<file path="src/rtl/quadport_ram_arbiter.sv">
// rtl/quadport_ram_arbiter.sv - four-requester front end for a 4-port shared data RAM
//
// Purpose: maps four valid/ready requesters onto the four ports of a shared
// RAM, drops same-address hazards each cycle using a rotating scan order, and
// optionally clears the whole RAM after reset before accepting traffic.
//
// Ports:
//   clk, reset_n             clock (rising edge), asynchronous active-low reset
//   req_valid/we/addr/wdata  per-requester request, requester i in slice i
//   req_ready                combinational accept, transfer = valid & ready
//   rsp_valid/rsp_rdata      registered read response, one cycle after grant
//   ram_we/re/addr/wdata     RAM port controls, port i serves requester i
//   ram_rdata                RAM read data, registered by the RAM
//   init_done                high while in RUN
//   stall_count              saturating count of cycles with a conflict denial
module quadport_ram_arbiter #(
   parameter int                ADDR_W     = 9,
   parameter int                DATA_W     = 16,
   parameter bit                INIT_CLEAR = 1'b1,
   parameter logic [DATA_W-1:0] INIT_VALUE = '0
) (
   input  logic                  clk,
   input  logic                  reset_n,
   input  logic [3:0]            req_valid,
   input  logic [3:0]            req_we,
   input  logic [4*ADDR_W-1:0]   req_addr,
   input  logic [4*DATA_W-1:0]   req_wdata,
   output logic [3:0]            req_ready,
   output logic [3:0]            rsp_valid,
   output logic [4*DATA_W-1:0]   rsp_rdata,
   output logic [3:0]            ram_we,
   output logic [3:0]            ram_re,
   output logic [4*ADDR_W-1:0]   ram_addr,
   output logic [4*DATA_W-1:0]   ram_wdata,
   input  logic [4*DATA_W-1:0]   ram_rdata,
   output logic                  init_done,
   output logic [15:0]           stall_count
);

   // Four addresses are cleared per cycle, so the counter spans depth/4.
   localparam int CNT_W = ADDR_W - 2;

   typedef enum logic {ST_INIT = 1'b0, ST_RUN = 1'b1} state_t;

   state_t           state;
   state_t           state_next;
   logic [CNT_W-1:0] clr_cnt;
   logic [1:0]       ptr;
   logic [3:0]       grant;
   logic             denial;
   logic [3:0]       rsp_valid_q;

   // State register plus the datapath registers that follow it.
   always_ff @(posedge clk or negedge reset_n) begin
      if (!reset_n) begin
         if (INIT_CLEAR) state <= ST_INIT;
         else            state <= ST_RUN;
         clr_cnt     <= '0;
         ptr         <= '0;
         stall_count <= '0;
         rsp_valid_q <= '0;
      end else begin
         state <= state_next;
         if (state == ST_INIT) clr_cnt <= clr_cnt + 1'b1;
         if (denial) begin
            ptr <= ptr + 2'd1;
            if (stall_count != 16'hFFFF) stall_count <= stall_count + 16'd1;
         end
         rsp_valid_q <= grant & ~req_we;
      end
   end

   // Next-state logic: the clear ends after the last group of four addresses.
   always_comb begin
      state_next = state;
      if (state == ST_INIT && (&clr_cnt)) state_next = ST_RUN;
   end

   // Grant scan starting at ptr. A requester is blocked only by requesters
   // already granted earlier in the scan, so read-read sharing stays allowed.
   always_comb begin
      logic [1:0] idx;
      logic       blocked;
      grant   = '0;
      idx     = '0;
      blocked = 1'b0;
      if (state == ST_RUN) begin
         for (int j = 0; j < 4; j++) begin
            idx     = ptr + 2'(j);
            blocked = 1'b0;
            for (int m = 0; m < 4; m++) begin
               if (grant[m] &&
                   req_addr[m*ADDR_W +: ADDR_W] == req_addr[idx*ADDR_W +: ADDR_W] &&
                   (req_we[m] || req_we[idx]))
                  blocked = 1'b1;
            end
            if (req_valid[idx] && !blocked) grant[idx] = 1'b1;
         end
      end
      denial = (state == ST_RUN) && (|(req_valid & ~grant));
   end

   // Output logic. Combinational outputs are forced low while reset_n is
   // asserted so the RAM sees no clear writes during reset.
   always_comb begin
      req_ready = '0;
      ram_we    = '0;
      ram_re    = '0;
      ram_addr  = '0;
      ram_wdata = '0;
      if (reset_n) begin
         if (state == ST_INIT) begin
            ram_we = 4'b1111;
            for (int i = 0; i < 4; i++) begin
               ram_addr[i*ADDR_W +: ADDR_W]  = {clr_cnt, 2'(i)};
               ram_wdata[i*DATA_W +: DATA_W] = INIT_VALUE;
            end
         end else begin
            req_ready = grant;
            ram_we    = grant & req_we;
            ram_re    = grant & ~req_we;
            for (int i = 0; i < 4; i++) begin
               if (grant[i]) begin
                  ram_addr[i*ADDR_W +: ADDR_W]  = req_addr[i*ADDR_W +: ADDR_W];
                  ram_wdata[i*DATA_W +: DATA_W] = req_wdata[i*DATA_W +: DATA_W];
               end
            end
         end
      end
   end

   assign init_done = reset_n && (state == ST_RUN);
   assign rsp_valid = rsp_valid_q;

   always_comb begin
      rsp_rdata = '0;
      for (int i = 0; i < 4; i++) begin
         if (rsp_valid_q[i]) rsp_rdata[i*DATA_W +: DATA_W] = ram_rdata[i*DATA_W +: DATA_W];
      end
   end

endmodule

</file>
<file path="config.mk">
export PLATFORM = sky130hd
export DESIGN_NAME = quadport_ram_arbiter
export DESIGN_NICKNAME = d
export VERILOG_FILES = /design/src/rtl/quadport_ram_arbiter.sv
export SDC_FILE = /design/constraint.sdc
export NUM_CORES = 1
export LEC_CHECK = 0
export BUFFER_PORTS_ARGS = -buffer_cell sky130_fd_sc_hd__buf_2
export CAP_MARGIN = 20
export CELL_PAD_IN_SITES_DETAIL_PLACEMENT = 1
export CELL_PAD_IN_SITES_GLOBAL_PLACEMENT = 1
export CORE_UTILIZATION = 30
export DETAILED_ROUTE_END_ITERATION = 10
export PLACE_DENSITY_LB_ADDON = 0.2
export SETUP_SLACK_MARGIN = 0.2
export SLEW_MARGIN = 20
export SYNTH_ARGS = -nofsm -noshare
export SYNTH_HDL_FRONTEND = slang
export SYNTH_SLANG_ARGS = --single-unit
</file>
<file path="constraint.sdc">
create_clock -name clk -period 7 [get_ports clk]
set_input_delay 1.4 -clock clk [delete_from_list [all_inputs] [get_ports clk]]
set_output_delay 1.4 -clock clk [all_outputs]
set_load 0.05 [all_outputs]
</file>
Word level (Yosys, flattened, before mapping)
Index checks and enable logic that the tools add are counted.

$mul: 3. Muxes and demuxes: 67. Equal/unequal tests: 13. $lt $le $gt $ge: 8. Shifts and indexed selects: 3. Bitwise logic cells: 9. Reduce and logical (&&, ||, !) cells: 52. Add/sub/neg operators: 5.

Operators by type and width (count): two-way mux 16 bit (8); two-way mux 64 bit (2); == test 9 bit (12); indexed part select 36 x 7 -> 9 bit (3); two-way mux 36 bit (2); two-way mux 4 bit (14); two-way mux 9 bit (4); logical AND 1 bit (34); two-way mux 1 bit (26); multiplier 2 x 4 -> 6 bit, second input constant (3); adder 16 x 1 -> 16 bit, second input constant (1); inequality test 16 bit, second input constant (1); binary-select mux 1 bit (select 2 bit) (7); AND 4 bit (3); logical OR 1 bit (12); less-than comparator 2 x 3 -> 1 bit, second input constant (4); OR 4 bit (3); demux 1 bit (select 2 bit) (4); greater-or-equal comparator 2 x 1 -> 1 bit, second input constant (4); NOT 4 bit (2); adder 7 x 1 -> 7 bit, second input constant (1); AND reduction 7 bit (1); adder 2 bit, second input constant (2); OR reduction 4 bit (1); other kinds (4) (6).

Flip-flop bits (word level): 30.

Longest topological paths before layout
Word-level depth: 44. Depth in mapped cells: 22. Depth with buffers taken out: 14.

Least setup slack after synthesis
No wires, ideal clock.

Path type: input -> output. Start point: in req_addr[14]. End point: out ram_addr[16]. Setup slack: 0.227 ns. Cell stages on the path: 15. Arrival time: 5.373 ns. Data required time: 5.600 ns. Path through: buf_2 xor2_1 or4_1 o31ai_1 a41oi_1 o41a_1 and4_1 buf_6 a21o_1 a211o_1 o31ai_1 and2_1 clkbuf_1 nand2_1 a21boi_0.

Word-level cells in the longest chain between the ends: 38. Elaborated cells on any way between the ends: 71. Classes of those cells: 12 x eq/ne; 3 x shift; 24 x mux; 2 x bitwise; 30 x reduce/logical.

Ends and longest elaborated chain: from (decl) (line 26) `input logic [4*ADDR_W-1:0] req_addr,`; indexed part select 36 x 7 -> 9 bit (line 93) `req_addr[m*ADDR_W +: ADDR_W] == req_addr[idx*ADDR_W +: ADDR_W] &&`; == test 9 bit (line 93); logical AND 1 bit (line 92) `if (grant[m] &&`; logical AND 1 bit (line 93); two-way mux 1 bit (4 in series) (line 92); two-way mux 1 bit (line 87) `if (state == ST_RUN) begin`; logical NOT 1 bit (line 97) `if (req_valid[idx] && !blocked) grant[idx] = 1'b1;`; logical AND 1 bit (line 97); [... 19 more ...]; two-way mux 1 bit (line 87); logical NOT 1 bit (line 97); logical AND 1 bit (line 97); two-way mux 4 bit (*) (line 97); two-way mux 4 bit (*) (line 87); two-way mux 9 bit (*) (line 123) `if (grant[i]) begin`; two-way mux 36 bit (*) (line 112) `if (state == ST_INIT) begin`; two-way mux 36 bit (*) (line 111) `if (reset_n) begin`; to (decl) (line 33) `output logic [4*ADDR_W-1:0] ram_addr,`.

Mark *: on every way between the ends. The rest lies on a longest branch, timed or not. The select of a mux whose other input is x is not followed.

Worst setup path after layout
Start point: in req_addr[27]. End point: out ram_addr[7].

The elaborated chain is that of the path after synthesis.

==> metrics.txt <==
Seq/Total Area, Yosys=between 10% and 20%; Placer Congestion=1.06; remaining antenna violation count=0; Leakage=4.39 nW; WL/cell=22.5 microns; sw frac=40.1%; Yosys cell types=73; area delta synth->final=35.7%; num rows=51; Critical Path, Cell by Cell=buf_2 -> buf_4 -> mux2i_1 -> xnor2_1 -> a31oi_1 -> nor3_1 -> and3_1 -> or4_1 -> a21oi_2 -> a21o_1 -> a31o_2 -> and2_1 -> nand2_1 -> a21boi_0 -> buf_2; CTS Hold Bufs=0; Min-Delay Path Class=reg -> reg; unrepaired setup endpoints after global routing=no; slowest cell delay on critical path=0.46 ns; Min Hold Slack=0.482 ns; DIE AREA=between 20000 and 25000 sq um; Yosys warnings=0; Cell Int Power=436 uW; initial antenna violation count=0; Synth Flop Type=dfrtp_1; Overflow after GRT=0; Antenna diodes=0; IO Port Bufs=370; CP Capture Type=output pin; CP dominant cell by count=buf_2; actual slew at the worst max-slew pin=0.873 ns; vias in the first global route=7344; fin crit share=roughly 95%; Peak VDD IR=0.109 mV; clk_lat worst skew=roughly 0.27 ns; Crit-path slowest cell=or4_1; ys async rst share=100%; syn_area_per_cell=~7.5 sq um; Top Family by Delay on Critical Path=compound AO/OA/AOI/OAI gates; CTS H-tree depth=2; endpoints failing setup=0; post-route clock skew=about 0.0042 ns; Crit path required time=5.60 ns; Initial Util=between 30 and 40%; Syn Nets=989; Worst EP arrival=5.24 ns; nets=1304; CP Class=in -> out; CP Buf/Inv Count=3; leading cell type in the layout, fill and taps excluded=buf_2; Die Ht=~140 microns; core box area=19700 sq um; EDFF count, synth=0; largest net degree at the start of global routing=79; via count=7571; status=completed; Net Switching=292 uW; Mapped Cells=between 800 and 900; # DRC=0; HPWL after DPL=around 25 mm; clk slew on worst S/H paths=0.05 ns; setup tns final=0 ns; Fin. Hold Viols=0; vias per cell=~5.4; Clk pwr share=29.9%; layout cell share with drive strength beyond 1=39.1%; Sequential Area=752 sq um; # IOs=371; Clock Sinks=30; footprint of the multi-input gates=between 4000 and 5000 sq um; CTS Root Cell=clkbuf_16; first drt pass iteration count=5; DIE WIDTH=around 140 microns; CP max FO=8; number of max-cap violations=0; initial DRC count=636; Worst setup SP type=input port; Layout fillers=2596; total track usage=29.1%; Tmin final=6.65 ns; TritonCTS Buffers=5; P per Cell Area=roughly 88 nW/um^2; CTS tree=done; Synth Register Bits=30; wirelength, routed=31.3 mm; first-pass GRT wire length=45.5 mm; Max Root-Sink Buffers=2; mapped cell area=6070 sq um; slew margin rel.=41.4%; Gate power share=44.8%; R2R setup slack=between 1.5 and 2 ns; Seq pwr share=25.3%; most frequent cells in the layout=369 x buf_2, 79 x and3_1, 76 x and2_1, 63 x xnor2_1, 57 x xor2_1; final slew viol count=0; Fmax=150 MHz
flip-flops by register name, indices dropped and copies added, names as in the netlist:
register     cells
state            1
ptr              2
clr_cnt          7
rsp_valid        4
stall_count     16
per-layer routing:
| metal | up-vias | share of wire (%) | global-route usage, % |
|---|---|---|---|
| met2 | 322 | 45 | 44.3 |
| li1 | 3492 | - | - |
| met1 | 3702 | 46 | 42.5 |
| met4 | 0 | 2.4 | 6.81 |
| met3 | 55 | 6.5 | 4.14 |
| met5 | - | 0 | 0 |
worst reg2reg max path, cell delays in order, from the launching register on:
cell	delay, ns
dfrtp_1	0.35
clkinv_1	0.09
ha_1	0.79
mux2_2	0.34
nor3_1	0.06
a311oi_2	0.40
nand4_1	0.13
or4b_1	0.59
and4_1	0.27
a21oi_1	0.23
buf_4	0.15
o211ai_1	0.15
o311a_1	0.43
nor4_4	0.80
nor2_1	0.20
mux2_1	0.36
path summary, 6_finish.rpt:
check	startpoint	endpoint	cells after the start
max in group asynchronous	reset_n	ptr[0]	2
worst max register to register	ptr[1]	stall_count[1]	15
min in group asynchronous	reset_n	clr_cnt[5]	2
worst min-delay path	stall_count[10]	stall_count[10]	1
worst min register to register	stall_count[10]	stall_count[10]	1
worst max-delay path	req_addr[27]	ram_addr[7]	15
power groups by stage:
stage	logic [mW]	registers, mW	clock network (mW)
global placement	0.318	0.187	0
detailed placement	0.319	0.187	0
finish	0.326	0.185	0.218
CTS	0.320	0.184	0.222
floorplan	0.179	0.202	0
global route	0.344	0.185	0.229
area by class of cell:
type / instances / area share, %
Sequential cell: 30 / 9.12
Tap cell: 265 / 4.02
Clock inverter: 1 / 0.0607
Multi-Input combinational cell: 668 / 58.8
Clock buffer: 7 / 1.73
Timing Repair Buffer: 401 / 25.5
Inverter: 18 / 0.820
cell usage after synthesis, types with 8 or more instances:
library cell / n / area [sq um]
nor3_1: 21 / 105
dfrtp_1: 30 / 751
a221oi_1: 8 / 70.1
and2_1: 78 / 488
inv_1: 17 / 63.8
a21oi_1: 13 / 65.1
nand2_1: 56 / 210
nand2b_1: 9 / 56.3
and3_1: 79 / 494
nor2b_1: 17 / 106
xor2_1: 57 / 499
nand3_1: 17 / 85.1
nor2_1: 23 / 86.3
mux2i_1: 34 / 340
buf_2: 31 / 155
a31oi_1: 9 / 56.3
o21ai_0: 13 / 65.1
xnor2_1: 64 / 561
clkbuf_1: 51 / 191
a21boi_0: 33 / 248
cells by family after synthesis:
| logic type | after synthesis | share of synthesized area [%] |
|---|---|---|
| simple gates | 332 | 31.1 |
| compound gates | 157 | 19.6 |
| xor+xnor | 121 | 17.4 |
| buf+inv | 111 | 8.24 |
| mux | 52 | 9.99 |
| flops | 30 | 12.4 |
| fa+ha+maj | 6 | 1.24 |
repair_timing:
item                       in CTS  in global routing
buffers inserted                0                  0
setup endpoints to repair       0                 16
resized for setup               0                  5
metrics by stage:
step | cells | total power, mW | setup WS [ns] | utilization, % | instance area [sq um]
after floorplan | 809 | 0.381 | 0.227 | - | 6070
after global placement | 1382 | 0.504 | 0.263 | 41.1 | 8080
after detailed placement | 1382 | 0.506 | 0.282 | 41.1 | 8080
after CTS | 1390 | 0.726 | 0.261 | 41.8 | 8220
after global routing | 1390 | 0.758 | 0.230 | 41.9 | 8240
final | 1390 | 0.728 | 0.355 | 41.9 | 8240
Note: power is estimated with default switching activity, not from simulation.
